--- config.mk ---
export PLATFORM = sky130hd
export DESIGN_NAME = signed_divider
export DESIGN_NICKNAME = d
export VERILOG_FILES = /design/src/rtl/div_pkg.sv /design/src/rtl/twos_abs.sv /design/src/rtl/signed_divider.sv
export SDC_FILE = /design/constraint.sdc
export NUM_CORES = 1
export LEC_CHECK = 0
export CELL_PAD_IN_SITES_DETAIL_PLACEMENT = 0
export CELL_PAD_IN_SITES_GLOBAL_PLACEMENT = 1
export CORE_MARGIN = 2
export CORE_UTILIZATION = 44
export DETAILED_ROUTE_END_ITERATION = 6
export HOLD_SLACK_MARGIN = 0.08
export PLACE_DENSITY = 0.84
export SYNTH_ARGS = -nofsm -noshare
export SYNTH_HDL_FRONTEND = slang
export SYNTH_SLANG_ARGS = --single-unit
--- constraint.sdc ---
create_clock -name clock -period 8.8 [get_ports clock]
set_clock_uncertainty 0.2 [all_clocks]
set_input_delay 0.88 -clock clock [delete_from_list [all_inputs] [get_ports clock]]
set_output_delay 0.88 -clock clock [all_outputs]
set_load 0.05 [all_outputs]
--- src/rtl/div_pkg.sv ---
// Shared definitions for the multi-cycle integer divider.
//   - div_state_e   : controller state encoding (IDLE / ITER / FIX)
//   - DIV_DEFAULT_WIDTH : default operand width
//   - div_cnt_width : width of the iteration counter for a given WIDTH
package div_pkg;

  typedef enum logic [1:0] {
    DIV_IDLE = 2'd0,
    DIV_ITER = 2'd1,
    DIV_FIX  = 2'd2
  } div_state_e;

  localparam int DIV_DEFAULT_WIDTH = 32;

  // The counter must be able to hold the value WIDTH.
  function automatic int div_cnt_width(input int width);
    return $clog2(width + 1);
  endfunction

endpackage

--- src/rtl/twos_abs.sv ---
// Combinational two's-complement magnitude / conditional negation unit.
// Ports:
//   data_i    : value to condition
//   use_msb_i : 1 = negate when data_i is negative (magnitude mode)
//   neg_req_i : negate request used when use_msb_i = 0 (fix-up mode)
//   mag_o     : data_i or its two's-complement negation
//   sign_o    : 1 when mag_o is the negated value
module twos_abs
  import div_pkg::*;
#(
  parameter int WIDTH = DIV_DEFAULT_WIDTH
) (
  input  logic [WIDTH-1:0] data_i,
  input  logic             use_msb_i,
  input  logic             neg_req_i,
  output logic [WIDTH-1:0] mag_o,
  output logic             sign_o
);

  logic negate;

  assign negate = use_msb_i ? data_i[WIDTH-1] : neg_req_i;
  // The most negative value maps onto itself, which read as unsigned is
  // exactly its magnitude 2^(WIDTH-1).
  assign mag_o  = negate ? ((~data_i) + {{(WIDTH-1){1'b0}}, 1'b1}) : data_i;
  assign sign_o = negate;

endmodule

--- src/rtl/signed_divider.sv ---
// Multi-cycle restoring divider with fixed latency of WIDTH+1 clock edges.
// Operands are converted to magnitudes at load, WIDTH restoring iterations
// produce an unsigned quotient/remainder, and a final step restores signs
// (truncating division) and registers the results.
// Ports:
//   clock, reset    : rising-edge clock, asynchronous active-high reset
//   ctrl_div        : start strobe, only honoured while idle
//   data_operandA/B : dividend / divisor, sampled with ctrl_div
//   data_result     : quotient
//   data_remainder  : remainder
//   data_exception  : divide-by-zero flag (valid with data_resultRDY)
//   data_overflow   : signed MIN / -1 flag (valid with data_resultRDY)
//   data_resultRDY  : one-cycle completion pulse
//   busy            : operation in progress
module signed_divider
  import div_pkg::*;
#(
  parameter int WIDTH  = DIV_DEFAULT_WIDTH,
  parameter bit SIGNED = 1'b1
) (
  input  logic             clock,
  input  logic             reset,
  input  logic             ctrl_div,
  input  logic [WIDTH-1:0] data_operandA,
  input  logic [WIDTH-1:0] data_operandB,
  output logic [WIDTH-1:0] data_result,
  output logic [WIDTH-1:0] data_remainder,
  output logic             data_exception,
  output logic             data_overflow,
  output logic             data_resultRDY,
  output logic             busy
);

  localparam int               CNT_W    = div_cnt_width(WIDTH);
  localparam logic [CNT_W-1:0] LAST_CNT = CNT_W'(WIDTH - 1);
  localparam logic [WIDTH-1:0] MIN_VAL  = {1'b1, {(WIDTH-1){1'b0}}};

  div_state_e       state_q, state_d;
  logic [CNT_W-1:0] count_q, count_d;
  logic [WIDTH-1:0] rem_q, rem_d;
  logic [WIDTH-1:0] quo_q, quo_d;
  logic [WIDTH-1:0] divisor_q, divisor_d;
  logic [WIDTH-1:0] dividend_q, dividend_d;
  logic             sign_a_q, sign_a_d;
  logic             sign_b_q, sign_b_d;
  logic             dz_q, dz_d;
  logic             ovf_q, ovf_d;
  logic [WIDTH-1:0] result_q, result_d;
  logic [WIDTH-1:0] remainder_q, remainder_d;
  logic             exc_q, exc_d;
  logic             ovf_out_q, ovf_out_d;
  logic             rdy_q, rdy_d;

  // Shared sign units: operands while idle, quotient/remainder afterwards.
  logic             load_mode;
  logic [WIDTH-1:0] abs_a_in, abs_b_in;
  logic [WIDTH-1:0] mag_a, mag_b;
  logic             sgn_a, sgn_b;
  logic             neg_quo, neg_rem;

  assign load_mode = (state_q == DIV_IDLE);
  assign abs_a_in  = load_mode ? data_operandA : quo_q;
  assign abs_b_in  = load_mode ? data_operandB : rem_q;
  assign neg_quo   = !load_mode && SIGNED && (sign_a_q ^ sign_b_q);
  assign neg_rem   = !load_mode && SIGNED && sign_a_q;

  twos_abs #(.WIDTH(WIDTH)) u_abs_a (
    .data_i    (abs_a_in),
    .use_msb_i (load_mode && SIGNED),
    .neg_req_i (neg_quo),
    .mag_o     (mag_a),
    .sign_o    (sgn_a)
  );

  twos_abs #(.WIDTH(WIDTH)) u_abs_b (
    .data_i    (abs_b_in),
    .use_msb_i (load_mode && SIGNED),
    .neg_req_i (neg_rem),
    .mag_o     (mag_b),
    .sign_o    (sgn_b)
  );

  // Restoring step: partial remainder is always below the divisor, so the
  // shifted value minus the divisor fits WIDTH+1 bits with bit WIDTH as sign.
  logic [WIDTH:0] rem_shift;
  logic [WIDTH:0] trial;
  logic           trial_ok;

  assign rem_shift = {rem_q, quo_q[WIDTH-1]};
  assign trial     = rem_shift - {1'b0, divisor_q};
  assign trial_ok  = ~trial[WIDTH];

  logic op_overflow;
  assign op_overflow = SIGNED && (data_operandA == MIN_VAL) && (&data_operandB);

  always_comb begin
    state_d     = state_q;
    count_d     = count_q;
    rem_d       = rem_q;
    quo_d       = quo_q;
    divisor_d   = divisor_q;
    dividend_d  = dividend_q;
    sign_a_d    = sign_a_q;
    sign_b_d    = sign_b_q;
    dz_d        = dz_q;
    ovf_d       = ovf_q;
    result_d    = result_q;
    remainder_d = remainder_q;
    exc_d       = exc_q;
    ovf_out_d   = ovf_out_q;
    rdy_d       = 1'b0;

    case (state_q)
      // Load: capture magnitudes, signs and exception flags.
      DIV_IDLE: begin
        if (ctrl_div) begin
          quo_d      = mag_a;
          divisor_d  = mag_b;
          dividend_d = data_operandA;
          sign_a_d   = sgn_a;
          sign_b_d   = sgn_b;
          dz_d       = (data_operandB == '0);
          ovf_d      = op_overflow;
          rem_d      = '0;
          count_d    = '0;
          state_d    = DIV_ITER;
        end
      end

      // Iterate: one quotient bit per edge, WIDTH edges in total.
      DIV_ITER: begin
        rem_d   = trial_ok ? trial[WIDTH-1:0] : rem_shift[WIDTH-1:0];
        quo_d   = {quo_q[WIDTH-2:0], trial_ok};
        count_d = count_q + CNT_W'(1);
        if (count_q == LAST_CNT) begin
          state_d = DIV_FIX;
        end
      end

      // Fix-up: restore signs, apply divide-by-zero override, publish.
      DIV_FIX: begin
        if (dz_q) begin
          result_d    = '0;
          remainder_d = dividend_q;
          exc_d       = 1'b1;
          ovf_out_d   = 1'b0;
        end else begin
          result_d    = mag_a;
          remainder_d = mag_b;
          exc_d       = 1'b0;
          ovf_out_d   = ovf_q;
        end
        rdy_d   = 1'b1;
        state_d = DIV_IDLE;
      end

      default: begin
        state_d = DIV_IDLE;
      end
    endcase
  end

  always_ff @(posedge clock or posedge reset) begin
    if (reset) begin
      state_q     <= DIV_IDLE;
      count_q     <= '0;
      rem_q       <= '0;
      quo_q       <= '0;
      divisor_q   <= '0;
      dividend_q  <= '0;
      sign_a_q    <= 1'b0;
      sign_b_q    <= 1'b0;
      dz_q        <= 1'b0;
      ovf_q       <= 1'b0;
      result_q    <= '0;
      remainder_q <= '0;
      exc_q       <= 1'b0;
      ovf_out_q   <= 1'b0;
      rdy_q       <= 1'b0;
    end else begin
      state_q     <= state_d;
      count_q     <= count_d;
      rem_q       <= rem_d;
      quo_q       <= quo_d;
      divisor_q   <= divisor_d;
      dividend_q  <= dividend_d;
      sign_a_q    <= sign_a_d;
      sign_b_q    <= sign_b_d;
      dz_q        <= dz_d;
      ovf_q       <= ovf_d;
      result_q    <= result_d;
      remainder_q <= remainder_d;
      exc_q       <= exc_d;
      ovf_out_q   <= ovf_out_d;
      rdy_q       <= rdy_d;
    end
  end

  assign data_result    = result_q;
  assign data_remainder = remainder_q;
  assign data_exception = exc_q;
  assign data_overflow  = ovf_out_q;
  assign data_resultRDY = rdy_q;
  assign busy           = (state_q != DIV_IDLE);

endmodule

==> impl_metrics.toml, run 1 <==
[yosys]
syn-num-nets = 1610
netlist-cell-type-count = 72
synthArstFlopShare = 1.00
ys_seq_area_frac = 0.403
avgSynthCellArea_um2 = 8.54
synth_area_mm2 = 0.0129
synth_warnings = 0
syn_inst = 1507
synth-seq-cells = 207
synth_edf_count = 0
ys.flop_type = "dfrtp_1"

[worst_setup_path]
end_kind = "register"
r2r_start = "state_q[1]"
crit_fanout = 65
worstSetupEndpoint = "quo_q[26]"
reg2reg_slack_ns = 4.10
r2r_end = "quo_q[26]"
startpoint_type = "register"
crit_arrival_ns = 4.87
worstRegToRegCells = 13
required_ns = 8.98
startpoint = "state_q[1]"
worstSetupPathType = "register to register"

[clocking]
clock_latency_ns = 0.53
clockBufferDepth = 3
clkTransAtPathRegs_ns = 0.06
cts_resized = 0
postCtsSetupRepairBufs = 0
clock_sinks = 207
numCtsBuffers = 24
htree_levels = 1
cts_tree = "yes"
postCtsHoldBufs = 0
cts_root_buffer = "clkbuf_16"

[finish]
post-route-util = 0.527
final_common_cell = "nand2_1"
antennaDiodeCount = 0
mostFrequentLayoutCells = "nand2_1 (276), dfrtp_1 (206), clkdlybuf4s50_1 (134)"
multiInputGateArea_mm2 = 0.00714
fin_nets = 1697
regArea_mm2 = 0.00518
fillers = 2716
fin_area_mm2 = 0.0152
synthToLayoutAreaGrowth_pct = 18.0
drive_gt1_frac = 0.0466

[placed_design]
port_buffers = 134
dp_slack_ns = 4.20
hpwl_mm = 28.9
placed_area_mm2 = 0.0144
place_congestion = 0.948

[timing]
period_share = 0.534
period_minus_slack_ns = 4.70
maxSlewViolCount = 0
setup_viol = 0
relSlewSlack = 0.218
hold_viol_final = 0
tns_ns = 0
setup_slack_ns = 4.10
worstMarginPinSlew_ns = 1.17
clock.fmax_ghz = 0.213
rsz0062_at_grt = "false"

[global_routing]
track_usage = 0.264
grt_max_degree = 133
first_global_vias = 11300
busiest_layer = "met2"
use_met1 = 0.385
grtUsageMet2 = 0.418
use_met3 = 0.0333
grt_pass1_wl_mm = 64.3
antenna_found_initial = 0
overflow = 0

[floorplanning]
pin_count = 135
die_area_mm2 = 0.0306
die_w_um = 175
start_util = 0.447
dieHeight_um = 175
core-area_mm2 = 0.0288
rows = 62

[routing]
drt_iter0_markers = 1104
wl_mm = 40.5
wl_per_cell_um = 20.3
vias_per_cell = 5.85
vias = 11700
drt_pass1_iterations = 5
ant_nets = 0
drc_errors = 0

[power_and_ir_drop]
leakagePower_nw = 6.66
pwr_density_cell_mw_per_mm2 = 384
power_mw = 5.83
vdd_drop_max_v = 0.000218

[flow_run]
timing.max_cap.violations = 0

[hold_path]
hold_path.class = "register to register"

[run_status]
status = "completed"
Yosys cell counts (10+ instances only):
master    instances  area (µm²)
a22o_1           15         131
nand3_1          25         125
nor4_1           19         119
dfrtp_1         207        5180
nand2b_1         11        68.8
a21o_1           19         143
nand4_1          11        68.8
nor3_1           37         185
clkbuf_1         59         221
xnor2_1          56         490
o31ai_1          20         150
xor2_1           33         289
a22oi_1          32         240
o211ai_1         15         113
o21ai_0          97         485
nor2_1           86         323
nand2_1         277        1040
a31oi_1          10        62.6
ha_1             35         438
inv_1            51         191
a21oi_1          92         460
buf_2            15        75.1
mux2i_1          86         861
o21ai_1          81         405
layer usage:
| metal | vias up | wire, µm |
|---|---|---|
| li1 | 5509 | - |
| met1 | 5685 | 18400 |
| met2 | 407 | 18500 |
| met3 | 64 | 2530 |
| met4 | 0 | 991 |
| met5 | - | 0 |
where the power goes:
part	switching (mW)	leakage [nW]	total (mW)	internal [mW]
sequential	0.326	2.64	1.58	1.25
clock	0.403	0.354	0.938	0.536
combinational	1.92	3.66	3.31	1.39
total	2.65	6.66	5.83	3.18
cells by family (layout without fill, tap and decap cells):
family,after synthesis,after routing,synth area share
AOI/OAI and AO/OA,426,426,0.204
xor gates and xnor gates,89,89,0.0606
adders and majority gates,36,36,0.0356
buffers and inverters,137,240,0.0444
DFF,207,207,0.403
muxes,87,87,0.0680
and+or+nand+nor,525,525,0.184
worst max-delay path: stages, from the launching register on:
cell	delay, ns
dfrtp_1	1.00
nor2_8	0.11
inv_2	0.08
buf_4	0.69
mux2i_2	0.38
ha_1	0.22
o211a_1	0.17
o2111ai_1	0.25
nor4b_2	0.63
nand3b_1	0.23
nor3_1	0.28
nor2b_1	0.09
xnor2_1	0.14
o21ai_1	0.07
sequential cells by signal, indices dropped and copies added, names as in the netlist:
name,count
data_overflow,1
dividend_q,32
sign_a_q,1
dz_q,1
divisor_q,32
count_q,6
sign_b_q,1
quo_q,32
data_remainder,32
ovf_q,1
rem_q,32
data_result,32
data_resultRDY,1
state_q,2
data_exception,1
how the worst min path moves through the flow:
stage	startpoint	to	slack, ns	depth (start not counted)
6_report	data_result[29]	data_result[29]	0.27	2
3_3_place_gp	data_exception	data_exception	0.26	2
2_1_floorplan	dividend_q[28]	dividend_q[28]	0.25	2
4_1_cts	data_result[29]	data_result[29]	0.28	2
3_5_place_dp	dividend_q[15]	dividend_q[15]	0.27	2
5_1_grt	dividend_q[6]	dividend_q[6]	0.30	2
layout make-up:
| type | count | area share |
|---|---|---|
| multi-input combinational | 1163 | 0.471 |
| clock buffer | 33 | 0.0445 |
| timing repair buffer | 146 | 0.0943 |
| tap | 384 | 0.0317 |
| clock inverter | 9 | 0.00371 |
| inverter | 52 | 0.0134 |
| sequential | 207 | 0.341 |
through the flow:
stage,hold WS (ns),cells
floorplan,0.245,1507
global placement,0.260,1952
detailed placement,0.266,1952
CTS,0.281,1994
global route,0.298,1994
finish,0.274,1994
Power figures use the tool's default switching activity.
==> inputs of run 2 (changes only) <==
==> constraint.sdc (replaced) <==
create_clock -name clock -period 4.49 [get_ports clock]
set_clock_uncertainty 0.2 [all_clocks]
set_input_delay 0.449 -clock clock [delete_from_list [all_inputs] [get_ports clock]]
set_output_delay 0.449 -clock clock [all_outputs]
set_load 0.05 [all_outputs]
==> impl_metrics.toml, run 2 (synthesized netlist as in run 1, its figures left out) <==
[global_routing]
grt_pass1_wl_mm = 64.7
grt_max_degree = 98
overflow = 0
antenna_found_initial = 1
track_usage = 0.266
first_global_vias = 11600

[worst_setup_path]
required_ns = 4.68
reg2reg_slack_ns = 0.35
path_cells = "inv_1, ha_1, inv_1, fa_1, a211oi_1, o211ai_2, a41oi_2, a211oi_1, o211ai_1, and2_1, a311o_1, mux2i_1, o21ai_1"
startpoint_type = "register"
r2r_start = "quo_q[31]"
worstSetupPathType = "register to register"
crit_fanout = 11
end_kind = "register"
crit_arrival_ns = 4.33
startpoint = "quo_q[31]"
cpMaxStageDelayCell = "a311o_1"
slowest_delay_ns = 0.69

[power_and_ir_drop]
pwr_density_cell_mw_per_mm2 = 762
pwr-share-clk = 0.167
power_mw = 11.7
p_seq_frac = 0.262
p_sw_frac = 0.451
internal_power_mw = 6.44
leakagePower_nw = 6.79
p_switching_mw = 5.29
p_comb_frac = 0.571
vdd_drop_max_v = 0.000324

[routing]
drt_iter0_markers = 1037
wl_per_cell_um = 20.2
drc_errors = 0
vias_per_cell = 5.89
wl_mm = 40.7
vias = 11800
ant_nets = 0
drt_pass1_iterations = 6

[finish]
final_common_cell = "nand2_1"
multiInputGateArea_mm2 = 0.00715
synthToLayoutAreaGrowth_pct = 19.8
fillers = 2683
antennaDiodeCount = 0
regArea_mm2 = 0.00518
mostFrequentLayoutCells = "nand2_1 (276), dfrtp_1 (206), clkdlybuf4s50_1 (134)"
fin_nets = 1714
drive_gt1_frac = 0.0560

[run_status]
status = "completed"

[timing]
period_minus_slack_ns = 4.14
worstMarginPinSlew_ns = 1.11
relSlewSlack = 0.256
hold_viol_final = 0
setup_viol = 0
tns_ns = 0
maxSlewViolCount = 0
hold-worst-slack_ns = 0.276
clock.fmax_ghz = 0.242
period_share = 0.922
rsz0062_at_grt = "false"

[clocking]
clockBufferDepth = 3
postCtsHoldBufs = 0
clock_sinks = 207
cts_tree = "yes"
htree_levels = 1
clkTransAtPathRegs_ns = 0.06
cts_root_buffer = "clkbuf_16"
numCtsBuffers = 24
clock_latency_ns = 0.53

[placed_design]
port_buffers = 134
hpwl_mm = 29.4
place_congestion = 0.917

[floorplanning]
start_util = 0.447
dieHeight_um = 175
die_w_um = 175
pin_count = 135
rows = 62
core-area_mm2 = 0.0288
die_area_mm2 = 0.0306

[flow_run]
timing.max_cap.violations = 0

[hold_path]
hold_path.class = "register to register"
hold_start = "data_result[27]"
-- run 2: cell types whose count changed in the layout (fill, tap and decap cells not counted) --
cell | previous run | this run
clkbuf_1 | 6 | 4
buf_4 | 12 | 23
a311o_1 | 0 | 1
clkinvlp_4 | 3 | 1
buf_12 | 0 | 5
bufinv_16 | 0 | 1
inv_8 | 1 | 0
clkbuf_8 | 2 | 6
clkinv_2 | 5 | 3
-- run 2: what timing repair did --
action / CTS / global route
buffers inserted: 0 / 0
resized for setup: 0 / 0
setup endpoints to repair: 0 / 4
-- run 2: power groups by stage --
stage          sequential [mW]  clock (mW)  combinational (mW)
6_report                  3.07        1.96                6.70
5_1_grt                   3.14        2.05                7.49
3_3_place_gp              3.07           0                6.49
3_5_place_dp              3.08           0                6.60
2_1_floorplan             2.87           0                5.11
4_1_cts                   3.06        1.98                6.63
-- run 2: through the flow --
step           utilization  instance area (µm²)  std cells  worst slack, ns
6_report             0.535                15400       2009            0.350
5_1_grt              0.535                15400       2009           0.0901
4_1_cts              0.535                15400       2008            0.225
3_5_place_dp         0.508                14600       1968            0.262
3_3_place_gp         0.508                14600       1968            0.362
2_1_floorplan            -                12900       1507            0.630
-- run 2: worst max-delay path, delay by kind of cell (launching register included) --
| kind | cells | cell delay, ns |
|---|---|---|
| DFF | 1 | 0.43 |
| adders and majority gates | 2 | 0.60 |
| muxes | 1 | 0.26 |
| AOI/OAI and AO/OA | 7 | 2.05 |
| and+or+nand+nor | 1 | 0.27 |
| buffers and inverters | 2 | 0.18 |
-- run 2: final timing paths --
kind,to,cells after the start
worst max-delay path,rem_q[25],13
worst min-delay path,data_result[27],2
worst max register to register,rem_q[25],13
worst min register to register,data_result[27],2
max in group asynchronous,quo_q[3],3
min in group asynchronous,data_result[23],2
-- run 2: cell type report --
| type | instances | share of cell area |
|---|---|---|
| clock buffers | 35 | 0.0469 |
| flip-flops and latches | 207 | 0.336 |
| inverters | 52 | 0.0129 |
| well taps | 384 | 0.0312 |
| repair buffers | 162 | 0.105 |
| clock inverters | 5 | 0.00349 |
| multi-input cells | 1164 | 0.464 |
-- run 2: layer usage --
metal  vias to the layer above  wire (µm)  global-route usage  part of all wire
met5                         -          0                   0                 0
met4                         0       1330              0.0878             0.033
met1                      5776      18300               0.381              0.45
li1                       5542          -                   -                 -
met3                        76       2670              0.0379             0.066
met2                       429      18400               0.416              0.45
